`src/rtl/rv32i_types.sv`:
```
// Shared RV32I pipeline types: the CDB lane payload carried from the FUs to the ROB/RS.
package rv32i_types;

    localparam int CDB_ROB_W = 4;

    typedef struct packed {
        logic [CDB_ROB_W-1:0] rob;
        logic [31:0]          rd_v;
        logic                 is_branch;
        logic                 branch_take;
        logic [31:0]          branch_pc;
    } cdb_entry_t;

endpackage

```
`src/rtl/cdb_arbiter_rr_lane_picker.sv`:
```
// Combinational round-robin picker: scans FUs from rr_ptr, grants up to CDB_SIZE valid
// requesters into lanes in scan order, and lets at most one branch result through.
module rr_lane_picker #(
    parameter int NUM_FU   = 5,
    parameter int CDB_SIZE = 3,
    parameter int PTR_W    = 3
) (
    input  logic [NUM_FU-1:0]               valid,
    input  logic [NUM_FU-1:0]               is_branch,
    input  logic [PTR_W-1:0]                rr_ptr,
    output logic [NUM_FU-1:0]               grant,
    output logic [CDB_SIZE-1:0]             lane_used,
    output logic [CDB_SIZE-1:0][PTR_W-1:0]  lane_idx,
    output logic [PTR_W-1:0]                last_idx,
    output logic                            any_grant
);

    localparam int CNT_W = $clog2(CDB_SIZE + 1);

    logic [CNT_W-1:0] n;
    logic             br_taken;
    logic [PTR_W-1:0] idx;

    always_comb begin
        grant     = '0;
        lane_used = '0;
        lane_idx  = '0;
        last_idx  = '0;
        any_grant = 1'b0;
        n         = '0;
        br_taken  = 1'b0;
        idx       = rr_ptr;
        for (int k = 0; k < NUM_FU; k++) begin
            // A second branch in the same scan is skipped, later non-branches still compete.
            if (valid[idx] && (n != CNT_W'(CDB_SIZE)) && !(is_branch[idx] && br_taken)) begin
                grant[idx]    = 1'b1;
                lane_used[n]  = 1'b1;
                lane_idx[n]   = idx;
                last_idx      = idx;
                any_grant     = 1'b1;
                if (is_branch[idx]) br_taken = 1'b1;
                n = n + 1'b1;
            end
            idx = (idx == PTR_W'(NUM_FU - 1)) ? '0 : idx + 1'b1;
        end
    end

endmodule

```
`src/rtl/cdb_arbiter.sv`:
```
// Shares CDB_SIZE common-data-bus lanes among NUM_FU result ports with round-robin
// priority; lanes are registered, so an accepted result shows on the CDB one cycle later.
module cdb_arbiter
    import rv32i_types::*;
#(
    parameter int NUM_FU    = 5,
    parameter int CDB_SIZE  = 3,
    parameter int ROB_DEPTH = 4
) (
    input  logic                               clk,
    input  logic                               rst,
    input  logic                               move_flush,
    input  logic [NUM_FU-1:0]                  fu_valid,
    output logic [NUM_FU-1:0]                  fu_ready,
    input  logic [NUM_FU-1:0][ROB_DEPTH-1:0]   fu_rob,
    input  logic [NUM_FU-1:0][31:0]            fu_rd_v,
    input  logic [NUM_FU-1:0]                  fu_is_branch,
    input  logic [NUM_FU-1:0]                  fu_branch_take,
    input  logic [NUM_FU-1:0][31:0]            fu_branch_pc,
    output logic [CDB_SIZE-1:0]                cdb_valid,
    output logic [CDB_SIZE-1:0][ROB_DEPTH-1:0] cdb_rob,
    output logic [CDB_SIZE-1:0][31:0]          cdb_rd_v,
    output logic                               cdb_branch_take,
    output logic [31:0]                        cdb_branch_pc
);

    localparam int PTR_W = (NUM_FU > 1) ? $clog2(NUM_FU) : 1;

    logic [PTR_W-1:0]               rr_ptr;
    logic [NUM_FU-1:0]              grant;
    logic [CDB_SIZE-1:0]            lane_used;
    logic [CDB_SIZE-1:0][PTR_W-1:0] lane_idx;
    logic [PTR_W-1:0]               last_idx;
    logic                           any_grant;
    logic                           kill;
    logic [PTR_W-1:0]               rr_next;

    cdb_entry_t [CDB_SIZE-1:0] lane_d;
    cdb_entry_t [CDB_SIZE-1:0] lane_q;
    logic       [CDB_SIZE-1:0] valid_q;

    rr_lane_picker #(
        .NUM_FU   (NUM_FU),
        .CDB_SIZE (CDB_SIZE),
        .PTR_W    (PTR_W)
    ) u_picker (
        .valid     (fu_valid),
        .is_branch (fu_is_branch),
        .rr_ptr    (rr_ptr),
        .grant     (grant),
        .lane_used (lane_used),
        .lane_idx  (lane_idx),
        .last_idx  (last_idx),
        .any_grant (any_grant)
    );

    // Reset and flush both refuse every result so nothing is lost into a dropped lane.
    assign kill     = rst | move_flush;
    assign fu_ready = kill ? '0 : grant;
    assign rr_next  = (last_idx == PTR_W'(NUM_FU - 1)) ? '0 : last_idx + 1'b1;

    always_comb begin
        lane_d = '0;
        for (int l = 0; l < CDB_SIZE; l++) begin
            if (lane_used[l]) begin
                lane_d[l].rob         = CDB_ROB_W'(fu_rob[lane_idx[l]]);
                lane_d[l].rd_v        = fu_rd_v[lane_idx[l]];
                lane_d[l].is_branch   = fu_is_branch[lane_idx[l]];
                lane_d[l].branch_take = fu_branch_take[lane_idx[l]];
                lane_d[l].branch_pc   = fu_branch_pc[lane_idx[l]];
            end
        end
    end

    always_ff @(posedge clk) begin
        if (kill) begin
            rr_ptr  <= '0;
            valid_q <= '0;
            lane_q  <= '0;
        end else begin
            valid_q <= lane_used;
            lane_q  <= lane_d;
            if (any_grant) rr_ptr <= rr_next;
        end
    end

    always_comb begin
        cdb_branch_take = 1'b0;
        cdb_branch_pc   = '0;
        for (int l = 0; l < CDB_SIZE; l++) begin
            cdb_valid[l] = valid_q[l];
            cdb_rob[l]   = ROB_DEPTH'(lane_q[l].rob);
            cdb_rd_v[l]  = lane_q[l].rd_v;
            // The picker admits at most one branch lane, so this never merges two.
            if (valid_q[l] && lane_q[l].is_branch) begin
                cdb_branch_take = lane_q[l].branch_take;
                cdb_branch_pc   = lane_q[l].branch_pc;
            end
        end
    end

endmodule

```
`config.mk`:
```
export PLATFORM = sky130hd
export DESIGN_NAME = cdb_arbiter
export DESIGN_NICKNAME = d
export VERILOG_FILES = /design/src/rtl/rv32i_types.sv /design/src/rtl/cdb_arbiter_rr_lane_picker.sv /design/src/rtl/cdb_arbiter.sv
export SDC_FILE = /design/constraint.sdc
export NUM_CORES = 1
export LEC_CHECK = 0
export CAP_MARGIN = 20
export CORE_AREA = 2 2 196 198
export DETAILED_ROUTE_END_ITERATION = 12
export DIE_AREA = 0 0 198 200
export GPL_ROUTABILITY_DRIVEN = 1
export PLACE_DENSITY = 0.76
export SYNTH_ARGS = -nofsm -noshare
export SYNTH_HDL_FRONTEND = slang
export SYNTH_SLANG_ARGS = --single-unit
```
`constraint.sdc`:
```
create_clock -name clk -period 7.6 [get_ports clk]
set_input_delay 0.76 -clock clk [delete_from_list [all_inputs] [get_ports clk]]
set_output_delay 0.76 -clock clk [all_outputs]
set_load 0.01 [all_outputs]
```
==> impl_metrics.tcl <==
set metrics [dict create \
    synth_most_common_cell "o21ai_0" \
    ys_top_cells_by_area "dfxtp_1, mux2i_1, a211oi_1, a221oi_1, o21ai_0" \
    clock_sinks 216 \
    setup_tns_ns 0 \
    synth_mux_area_share_pct 14.4 \
    cts_setup_buffers 0 \
    cts_buffer_depth 3 \
    die_h_um 200 \
    synthCells 2096 \
    postSynth.asyncResetShare_pct 0 \
    grt_pass1_vias 20265 \
    grt.total_usage_pct 39.0 \
    cts-root-buf "clkbuf_16" \
    synth-compound-area-share_pct 36.2 \
    status "completed" \
    hold_viol 0 \
    syn_area_sq_mm 0.0171 \
    synth_edf_count 0 \
    ant_nets 0 \
    fillers 3217 \
    avgSynthCellArea_sq_um 8.14 \
    dieWidth_um 198 \
    io_pins 507 \
    wl_per_cell_um 27.6 \
    numCtsBuffers 26 \
    synthAdderAreaFrac_pct 0.953 \
    worst_ep_arrival_time_ns 6.47 \
    crit_type "reg -> out" \
    yosys_warnings 0 \
    vias 20161 \
    worstSetupEndpointType "output pin" \
    tightest_slew_ns 0.848 \
    area_growth_pct 36.1 \
    fin_nets 2776 \
    drive_gt1_share_pct 10.0 \
    antenna_found_initial 9 \
    wirelength_um 81400 \
    relSlewSlack_pct 43.3 \
    h-tree-depth 1 \
    io_buffers 506 \
    dpl.hpwl_um 53300 \
    maxCapViolCount 0 \
    finalWorstPathRequiredPeriod_ns 7.23 \
    cts_tree "done" \
    rows 71 \
    drc 0 \
    crit_required_ns 6.84 \
    fin_crit_sh_pct 95.2 \
    synth_nets 2467 \
    via_per_inst 6.84 \
    synth_xor_area_share_pct 0.0513 \
    wl_met2_um 36900 \
    design.die.area_sq_mm 0.0396 \
    timing.fmax_mhz 138 \
    yosys_register_bits 216 \
    yosys.area.top_type_share_pct 25.3 \
    clock_latency_ns 0.55 \
    synth_top_family_by_area "compound AO/OA/AOI/OAI gates" \
    wl_met1_um 28500 \
    clock-skew-final_ns 0.00973 \
    synth_cell_types 87 \
    slew_violations 0 \
    grt_max_degree 71 \
    ys.flop_type "dfxtp_1" \
    clkSlewWorstSetupHoldPaths_ns 0.06 \
    ys_seq_area_share_pct 25.3 \
    rsz0062_at_grt "false" \
    hold_buffers 0 \
    first_pass_iters 7 \
    cp-start-kind "register" \
    drtIter0Drc 2399 \
    crit_fanout 11 \
    synthTopCellsByCount "o21ai_0, mux2i_1, a211oi_1, dfxtp_1, clkbuf_1" \
    hold_class "reg -> reg" \
    core_area_sq_mm 0.0374 \
    grt_overflow 0 \
    wl_met3_um 10100 \
    grt_pass1_wl_um 119000 \
    yosys.area_share.simple_pct 10.6 \
    post_cts_resized 0 \
    setup_violations 0 \
    start_util_pct 45.6 \
    synth_top_cell_by_area "dfxtp_1" \
    top_layer_used "met4" \
    gp_congestion 0.964 \
]
## cell families after synthesis
logic type / after synthesis
compound gates: 833
buf+inv: 403
simple gates: 386
mux: 244
flops: 216
fa+ha+maj: 13
xor+xnor: 1
## flip-flops by register name (all words and copies together), names as in the netlist
signal / count
rr_ptr: 3
cdb_valid: 3
lane_q: 102
cdb_rob: 12
cdb_rd_v: 96
## metrics by stage
| step | hold WS [ns] | area (sq um) | worst slack [ns] | cells | utilization (%) |
|---|---|---|---|---|---|
| 2_1_floorplan | 0.662 | 17100 | 1.06 | 2096 | - |
| 3_3_place_gp | 0.748 | 22300 | 0.758 | 2888 | 59.6 |
| 3_5_place_dp | 0.754 | 22300 | 0.639 | 2888 | 59.6 |
| 4_1_cts | 0.765 | 23200 | 0.225 | 2934 | 61.9 |
| 5_1_grt | 0.800 | 23200 | 0.0833 | 2945 | 62.0 |
| 6_report | 0.771 | 23200 | 0.366 | 2949 | 62.1 |
## cell type report
| type | instances | area, sq um | share of cell area [%] |
|---|---|---|---|
| Clock inverter | 8 | 96.3 | 0.415 |
| Timing Repair Buffer | 603 | 6260 | 27.0 |
| Tap cell | 511 | 639 | 2.75 |
| Clock buffer | 38 | 777 | 3.35 |
| Inverter | 81 | 309 | 1.33 |
| Multi-Input combinational cell | 1477 | 10800 | 46.4 |
| Sequential cell | 216 | 4320 | 18.6 |
| Antenna cell | 15 | 37.5 | 0.162 |
## layout by cell type (no fill, tap or decap), types with 35 or more instances in the layout
cell and n:
clkdlybuf4s50_1 506, o21ai_0 240, mux2i_1 230, a211oi_1 216
dfxtp_1 216, a221oi_1 143, nand2_1 136, nor2_1 107
inv_1 79, and2_1 73, buf_4 60, o221a_2 40
buf_12 37, a22oi_1 35
## worst max-delay path: stages (launching register included)
cell,delay (ns)
dfxtp_1,0.48
inv_1,0.23
ha_2,0.28
a21o_2,0.28
inv_2,0.22
mux2i_1,0.13
a211oi_1,0.31
nor2_1,0.13
o21a_1,0.21
ha_1,0.45
a221o_1,0.49
nor2_2,0.27
mux2i_1,0.26
inv_1,0.09
ha_1,0.21
a31o_2,0.27
nor2_1,0.17
nor3_1,0.10
nor3_2,0.43
o211ai_1,0.15
a21oi_1,0.20
clkdlybuf4s50_1,0.56
## per-layer routing
layer | up-vias | global-route usage (%)
met2 | 1779 | 64.3
met4 | 0 | 26.1
li1 | 8516 | -
met3 | 490 | 8.65
met1 | 9376 | 45.7
met5 | - | 0
## final timing paths
path | startpoint | endpoint | slack (ns) | depth (start not counted)
max reg2reg | rr_ptr[0]$_SDFFE_PN0P_ | cdb_rd_v[82]$_SDFF_PP0_ | 0.98 | 21
min | rr_ptr[1]$_SDFFE_PN0P_ | rr_ptr[1]$_SDFFE_PN0P_ | 0.77 | 3
max | rr_ptr[0]$_SDFFE_PN0P_ | fu_ready[0] | 0.37 | 21
min reg2reg | rr_ptr[1]$_SDFFE_PN0P_ | rr_ptr[1]$_SDFFE_PN0P_ | 0.77 | 3
Power is left out: the tool's default activity adds up to more than one toggle a clock period on the data nets, which glitch-free logic cannot reach.
